<file path="src/rtl/mem_port_arbiter.sv">
// -----------------------------------------------------------------------------
// mem_port_arbiter
//
// Shares one unified memory port between the instruction-fetch requester and
// the load/store requester. One requester is granted at a time and at most one
// memory transaction is outstanding. Each memory response is routed back to
// the requester that issued the transaction.
//
// Data accesses win ties. A saturating starvation counter counts data grants
// made while fetch was also waiting. Once it reaches STARVE_LIMIT, the next
// contested grant goes to fetch.
//
// Ports
//   clk, reset_n                      clock, asynchronous active-low reset
//   if_req_valid/_ready, if_addr      fetch request (read only)
//   if_rsp_valid, if_rdata            fetch response, 1-cycle pulse
//   d_req_valid/_ready, d_addr,       load/store request
//   d_we, d_wdata, d_wstrb
//   d_rsp_valid, d_rdata              load data or store ack (rdata=0), pulse
//   mem_req_valid/_ready, mem_addr,   registered memory request
//   mem_we, mem_wdata, mem_wstrb
//   mem_rsp_valid, mem_rdata          memory response, one per request
//   busy                              a transaction is in flight
// -----------------------------------------------------------------------------
module mem_port_arbiter #(
   parameter int unsigned ADDR_W       = 32,
   parameter int unsigned DATA_W       = 32,
   parameter int unsigned STARVE_LIMIT = 4
) (
   input  logic                clk,
   input  logic                reset_n,
   // instruction fetch
   input  logic                if_req_valid,
   output logic                if_req_ready,
   input  logic [ADDR_W-1:0]   if_addr,
   output logic                if_rsp_valid,
   output logic [DATA_W-1:0]   if_rdata,
   // load/store
   input  logic                d_req_valid,
   output logic                d_req_ready,
   input  logic [ADDR_W-1:0]   d_addr,
   input  logic                d_we,
   input  logic [DATA_W-1:0]   d_wdata,
   input  logic [DATA_W/8-1:0] d_wstrb,
   output logic                d_rsp_valid,
   output logic [DATA_W-1:0]   d_rdata,
   // memory
   output logic                mem_req_valid,
   input  logic                mem_req_ready,
   output logic [ADDR_W-1:0]   mem_addr,
   output logic                mem_we,
   output logic [DATA_W-1:0]   mem_wdata,
   output logic [DATA_W/8-1:0] mem_wstrb,
   input  logic                mem_rsp_valid,
   input  logic [DATA_W-1:0]   mem_rdata,
   output logic                busy
);

   localparam int unsigned STRB_W = DATA_W / 8;
   localparam int unsigned CNT_W  = $clog2(STARVE_LIMIT + 1);
   localparam logic [CNT_W-1:0] CNT_MAX = CNT_W'(STARVE_LIMIT);

   typedef enum logic [1:0] {
      ST_IDLE = 2'd0,
      ST_REQ  = 2'd1,
      ST_RSP  = 2'd2
   } state_e;

   typedef enum logic {
      OWN_IF = 1'b0,
      OWN_D  = 1'b1
   } owner_e;

   state_e              state_q,         state_d;
   owner_e              owner_q,         owner_d;
   logic [CNT_W-1:0]    starve_q,        starve_d;
   logic [ADDR_W-1:0]   addr_q,          addr_d;
   logic                we_q,            we_d;
   logic [DATA_W-1:0]   wdata_q,         wdata_d;
   logic [STRB_W-1:0]   wstrb_q,         wstrb_d;
   logic                mem_req_valid_q, mem_req_valid_d;
   logic                busy_q,          busy_d;
   logic                if_rsp_valid_q,  if_rsp_valid_d;
   logic [DATA_W-1:0]   if_rdata_q,      if_rdata_d;
   logic                d_rsp_valid_q,   d_rsp_valid_d;
   logic [DATA_W-1:0]   d_rdata_q,       d_rdata_d;

   // Arbitration. Data wins unless fetch has been passed over STARVE_LIMIT
   // times in a row while it was waiting.
   logic fetch_starved;
   logic grant_d;
   logic grant_if;
   logic in_idle;

   assign fetch_starved = if_req_valid && (starve_q == CNT_MAX);
   assign grant_d       = d_req_valid && !fetch_starved;
   assign grant_if      = if_req_valid && !grant_d;

   // Readies are the only combinational outputs. They are gated with reset_n
   // so that every output reads 0 while reset is asserted, even if a
   // requester is still holding its valid high.
   assign in_idle      = reset_n && (state_q == ST_IDLE);
   assign if_req_ready = in_idle && grant_if;
   assign d_req_ready  = in_idle && grant_d;

   // NOTE: every signal assigned in this block gets a default first, so no
   // path through the case statement leaves a value unassigned and no latch
   // is inferred.
   always_comb begin
      state_d         = state_q;
      owner_d         = owner_q;
      starve_d        = starve_q;
      addr_d          = addr_q;
      we_d            = we_q;
      wdata_d         = wdata_q;
      wstrb_d         = wstrb_q;
      mem_req_valid_d = mem_req_valid_q;
      busy_d          = busy_q;
      if_rsp_valid_d  = 1'b0;
      if_rdata_d      = if_rdata_q;
      d_rsp_valid_d   = 1'b0;
      d_rdata_d       = d_rdata_q;

      case (state_q)
         ST_IDLE: begin
            if (grant_d) begin
               owner_d         = OWN_D;
               addr_d          = d_addr;
               we_d            = d_we;
               wdata_d         = d_wdata;
               // Strobes only mean something for a store.
               wstrb_d         = d_we ? d_wstrb : '0;
               state_d         = ST_REQ;
               mem_req_valid_d = 1'b1;
               busy_d          = 1'b1;
               if (if_req_valid && (starve_q != CNT_MAX)) begin
                  starve_d = starve_q + CNT_W'(1);
               end
            end else if (grant_if) begin
               owner_d         = OWN_IF;
               addr_d          = if_addr;
               we_d            = 1'b0;
               wdata_d         = '0;
               wstrb_d         = '0;
               state_d         = ST_REQ;
               mem_req_valid_d = 1'b1;
               busy_d          = 1'b1;
               starve_d        = '0;
            end
         end

         ST_REQ: begin
            if (mem_req_ready) begin
               state_d         = ST_RSP;
               mem_req_valid_d = 1'b0;
            end
         end

         ST_RSP: begin
            // Responses seen in any other state are stray and dropped.
            if (mem_rsp_valid) begin
               state_d = ST_IDLE;
               busy_d  = 1'b0;
               if (owner_q == OWN_D) begin
                  d_rsp_valid_d = 1'b1;
                  d_rdata_d     = we_q ? '0 : mem_rdata;
               end else begin
                  if_rsp_valid_d = 1'b1;
                  if_rdata_d     = mem_rdata;
               end
            end
         end

         default: begin
            state_d         = ST_IDLE;
            mem_req_valid_d = 1'b0;
            busy_d          = 1'b0;
         end
      endcase
   end

   // NOTE: state registers use non-blocking assignments so every register
   // samples the pre-edge value of the others, independent of statement order.
   always_ff @(posedge clk or negedge reset_n) begin
      if (!reset_n) begin
         state_q         <= ST_IDLE;
         owner_q         <= OWN_IF;
         starve_q        <= '0;
         addr_q          <= '0;
         we_q            <= 1'b0;
         wdata_q         <= '0;
         wstrb_q         <= '0;
         mem_req_valid_q <= 1'b0;
         busy_q          <= 1'b0;
         if_rsp_valid_q  <= 1'b0;
         if_rdata_q      <= '0;
         d_rsp_valid_q   <= 1'b0;
         d_rdata_q       <= '0;
      end else begin
         state_q         <= state_d;
         owner_q         <= owner_d;
         starve_q        <= starve_d;
         addr_q          <= addr_d;
         we_q            <= we_d;
         wdata_q         <= wdata_d;
         wstrb_q         <= wstrb_d;
         mem_req_valid_q <= mem_req_valid_d;
         busy_q          <= busy_d;
         if_rsp_valid_q  <= if_rsp_valid_d;
         if_rdata_q      <= if_rdata_d;
         d_rsp_valid_q   <= d_rsp_valid_d;
         d_rdata_q       <= d_rdata_d;
      end
   end

   assign mem_req_valid = mem_req_valid_q;
   assign mem_addr      = addr_q;
   assign mem_we        = we_q;
   assign mem_wdata     = wdata_q;
   assign mem_wstrb     = wstrb_q;
   assign if_rsp_valid  = if_rsp_valid_q;
   assign if_rdata      = if_rdata_q;
   assign d_rsp_valid   = d_rsp_valid_q;
   assign d_rdata       = d_rdata_q;
   assign busy          = busy_q;

endmodule

</file>
<file path="config.mk">
export PLATFORM = sky130hd
export DESIGN_NAME = mem_port_arbiter
export DESIGN_NICKNAME = d
export VERILOG_FILES = /design/src/rtl/mem_port_arbiter.sv
export SDC_FILE = /design/constraint.sdc
export NUM_CORES = 1
export LEC_CHECK = 0
export CAP_MARGIN = 20
export CELL_PAD_IN_SITES_DETAIL_PLACEMENT = 0
export CELL_PAD_IN_SITES_GLOBAL_PLACEMENT = 2
export CORE_ASPECT_RATIO = 2
export CORE_MARGIN = 2
export CORE_UTILIZATION = 27
export DETAILED_ROUTE_END_ITERATION = 12
export GPL_ROUTABILITY_DRIVEN = 0
export PLACE_DENSITY = 0.89
export SLEW_MARGIN = 15
export SYNTH_ARGS = -nofsm -noshare
export SYNTH_HDL_FRONTEND = slang
export SYNTH_SLANG_ARGS = --single-unit
</file>
<file path="constraint.sdc">
create_clock -name clk -period 5.3 [get_ports clk]
set_input_delay 1.06 -clock clk [delete_from_list [all_inputs] [get_ports clk]]
set_output_delay 1.06 -clock clk [all_outputs]
set_load 0.005 [all_outputs]
</file>
==> results.yml <==
global_routing:
  grtUsageTotal_pct: 17.3
  grt_use_met1_pct: 17.3
  antenna_found_initial: 0
  grt_use_met3_pct: 4.16
  first_global_vias: 5378
  grt_pass1_wl_mm: 30.2
  met2_usage_pct: 32.2
  grt.busiest_layer: "met2"
  grt_start_max_net_pins: 66
  globalRouteOverflowTotal: 0
hold_path:
  hold_class: "flip-flop to flip-flop"
  hold_depth: 2
  hold_end: "d_rdata[25]$_DFFE_PN0P_"
  hold_start: "d_rdata[25]$_DFFE_PN0P_"
pwr:
  intPower_mw: 3.57
  pwr-share-seq_pct: 35.0
  switchingPower_mw: 1.69
  swShare_pct: 32.1
  p_leak_nw: 3.94
  combPwrFrac_pct: 42.2
  peakVddDrop_v: 0.000250
  clkPwrFrac_pct: 22.8
  p_per_area_nw_per_um2: 547
drt:
  routed_wl_mm: 20.0
  remaining_drc_errors: 0
  drt_iter0_drc: 247
  wl_per_cell_um: 18.5
  antenna_left: 0
  via_count: 5125
  drt-vias-per-instance: 4.75
  first_pass_iters: 4
setup_path:
  crit_path_end_kind: "output port"
  critPathKind: "primary input to output port"
  cp_top_family: "buffers and inverters"
  cp-startpoint: "d_req_valid"
  crit_fanout: 36
  critPathLaunchType: "primary input"
  worst-r2r-cell-count: 4
  slowest_stage: "clkdlybuf4s50_1"
  r2r_end: "mem_wstrb[3]$_DFFE_PN0P_"
  crit_top_cell: "clkdlybuf4s50_1"
  reg2reg_from: "state_q[0]$_DFFE_PN0P_"
  cpPeakStageDelay_ns: 0.56
  path_buf_inv: 4
  crit_arrival_ns: 2.98
  cp_cell_sequence: "clkdlybuf4s50_1 > buf_4 > inv_1 > nor3_4 > and2_1 > clkdlybuf4s50_1"
  r2r_slack_ns: 2.87
  worst_ep_required_time_ns: 4.24
clock_network:
  cts_hold_buffers: 0
  cts_num_sinks: 143
  clkTransAtPathRegs_ns: 0.06
  clk_path_buf_depth: 2
  post_cts_buffers: 0
  htree_num_levels: 4
  clockRootBuffer: "clkbuf_16"
  cts_tree: "done"
  clock_latency_ns: 0.43
  ctsResizeCount: 0
  cts_buffers: 17
layout:
  fin_util_pct: 43.5
  areaGrowthSynthToFinish_pct: 59.3
  fillers: 2081
  insertedDiodeCount: 0
  nets: 931
  layout-drive-gt1-share_pct: 10.5
  final_cell_area_um2: 9610
timing:
  maxClockFrequency_mhz: 247
  finalCritPeriodShare_pct: 76.3
  worst_pin_slew_ns: 0.863
  layout_min_cycle_time_ns: 4.04
  hold_viol: 0
  setup_viol: 0
  slew_headroom_pct: 42.3
  slew_viol_final: 0
  fin_skew_ns: 0.00826
  finalSetupTns_ns: 0
  rsz0062_at_grt: "false"
job:
  max-cap-violations: 0
synth:
  synth-seq-cells: 143
  yosys.area_share.simple_pct: 14.0
  synth-xor-area-share_pct: 0
  synth_compound_area_share_pct: 15.9
  synth_mux_area_share_pct: 5.98
  ys_types: 36
  synth_top_family_by_area: "compound AO/OA/AOI/OAI gates"
  yosys_warnings: 0
  synthAdderAreaFrac_pct: 0.415
  syn_avg_cell_area_um2: 11.3
  syn_area_um2: 6030
  yosysSeqAreaShare_pct: 59.3
  syn_inst: 532
  synth_nets: 673
die:
  coreArea_um2: 22100
  chipWidth_um: 110
  die_area_um2: 23600
  die_h_um: 215
  rows: 77
  pin_count: 278
  start_util_pct: 27.3
place:
  portBuffers: 277
  dpl.hpwl_mm: 14.4
  dpl_cell_area_um2: 9010
outcome:
  status: "finished, final reports clean"
[worst max-delay path by stage]
stage / end / slack, ns / depth (start not counted)
after global placement: d_req_ready / 1.27 / 6
after global routing: d_req_ready / 1.16 / 6
after CTS: d_req_ready / 1.26 / 6
after detailed placement: d_req_ready / 1.27 / 6
final: d_req_ready / 1.26 / 6
after floorplan: d_req_ready / 2.36 / 6
[sequential cells by signal, summed over array words and instances (netlist names), 2 cells and up]
register / flops
state_q: 2
mem_wdata: 32
mem_addr: 32
starve_q: 3
if_rdata: 32
d_rdata: 32
mem_wstrb: 4
[Yosys cell counts]
master | count | area (um2)
o21ai_1 | 1 | 5.00
mux2_2 | 32 | 360
and2_1 | 1 | 6.26
o211ai_1 | 32 | 240
a2bb2oi_1 | 1 | 8.76
or3_1 | 1 | 6.26
clkbuf_1 | 24 | 90.1
and3_1 | 1 | 6.26
dfrtp_1 | 143 | 3580
o2bb2ai_1 | 1 | 8.76
o21ai_0 | 66 | 330
nand2b_1 | 33 | 206
nand2_1 | 40 | 150
buf_2 | 13 | 65.1
nand3_1 | 35 | 175
a21o_1 | 1 | 7.51
nor2b_1 | 2 | 12.5
or2_2 | 1 | 6.26
a21oi_1 | 2 | 10.0
nor2_1 | 4 | 15.0
o21ai_2 | 1 | 8.76
or2_1 | 1 | 6.26
nor3b_1 | 1 | 7.51
inv_1 | 5 | 18.8
nand4b_1 | 1 | 8.76
nor3_2 | 2 | 20.0
o31ai_1 | 1 | 7.51
ha_1 | 2 | 25.0
buf_4 | 6 | 45.0
buf_6 | 3 | 33.8
a32o_1 | 4 | 40.0
a22o_1 | 33 | 289
buf_1 | 4 | 15.0
or3b_1 | 1 | 8.76
nand2_2 | 1 | 6.26
nand4_1 | 32 | 200
[kinds of logic (layout without fill, tap and decap cells)]
group,Yosys count,in the layout
and+or+nand+nor,157,157
DFF,143,143
muxes,32,32
buffers and inverters,55,326
AOI/OAI and AO/OA,143,143
adders and majority gates,2,2
[worst register-to-register path, stage by stage, from the launching register on]
cell	delay (ns)
dfrtp_1	0.52
nor2_4	0.14
buf_4	0.52
nand2_2	0.68
a32o_1	0.45
[stage by stage]
stage | total power [mW] | setup WS (ns) | hold WS, ns | std cells
after floorplan | 2.78 | 2.36 | 0.473 | 532
after global placement | 4.08 | 1.27 | 0.460 | 1047
after detailed placement | 4.12 | 1.27 | 0.469 | 1047
after CTS | 5.35 | 1.26 | 0.484 | 1079
after global routing | 5.61 | 1.16 | 0.502 | 1079
final | 5.26 | 1.26 | 0.477 | 1079
[power groups by stage]
| stage | clock, mW | combinational (mW) | sequential (mW) |
|---|---|---|---|
| after floorplan | 0 | 0.916 | 1.86 |
| after global placement | 0 | 2.23 | 1.85 |
| final | 1.20 | 2.22 | 1.84 |
| after global routing | 1.28 | 2.43 | 1.91 |
| after detailed placement | 0 | 2.26 | 1.86 |
| after CTS | 1.23 | 2.27 | 1.85 |
[area by class of cell]
cell class	count	area (um2)	area share, %
Inverter	5	18.8	0.195
Timing Repair Buffer	289	2860	29.8
Clock inverter	14	159	1.65
Tap cell	276	345	3.59
Multi-Input combinational cell	334	2210	23.0
Clock buffer	18	429	4.47
Sequential cell	143	3580	37.2
[layout by cell type, fill, tap and decap left out, types with 2 or more instances in the layout]
cell type and instances:
clkdlybuf4s50_1 276, dfrtp_1 143, o21ai_0 66, nand2_1 40, nand3_1 35, a22o_1 33
nand2b_1 33, mux2_2 32, nand4_1 32, o211ai_1 32, clkbuf_16 17, buf_4 12
inv_1 5, a32o_1 4, clkinv_4 4, clkinvlp_4 4, nor3_4 2, nor2_4 2
a21oi_1 2, nor2b_1 2, ha_1 2, bufinv_16 2, inv_6 2
[layer usage]
metal | up-vias | share of wire, %
met5 | - | 0
met1 | 2454 | 35
met2 | 186 | 57
met3 | 34 | 4.9
met4 | 0 | 3.4
li1 | 2451 | -
Note: power is estimated with default switching activity, not from simulation.
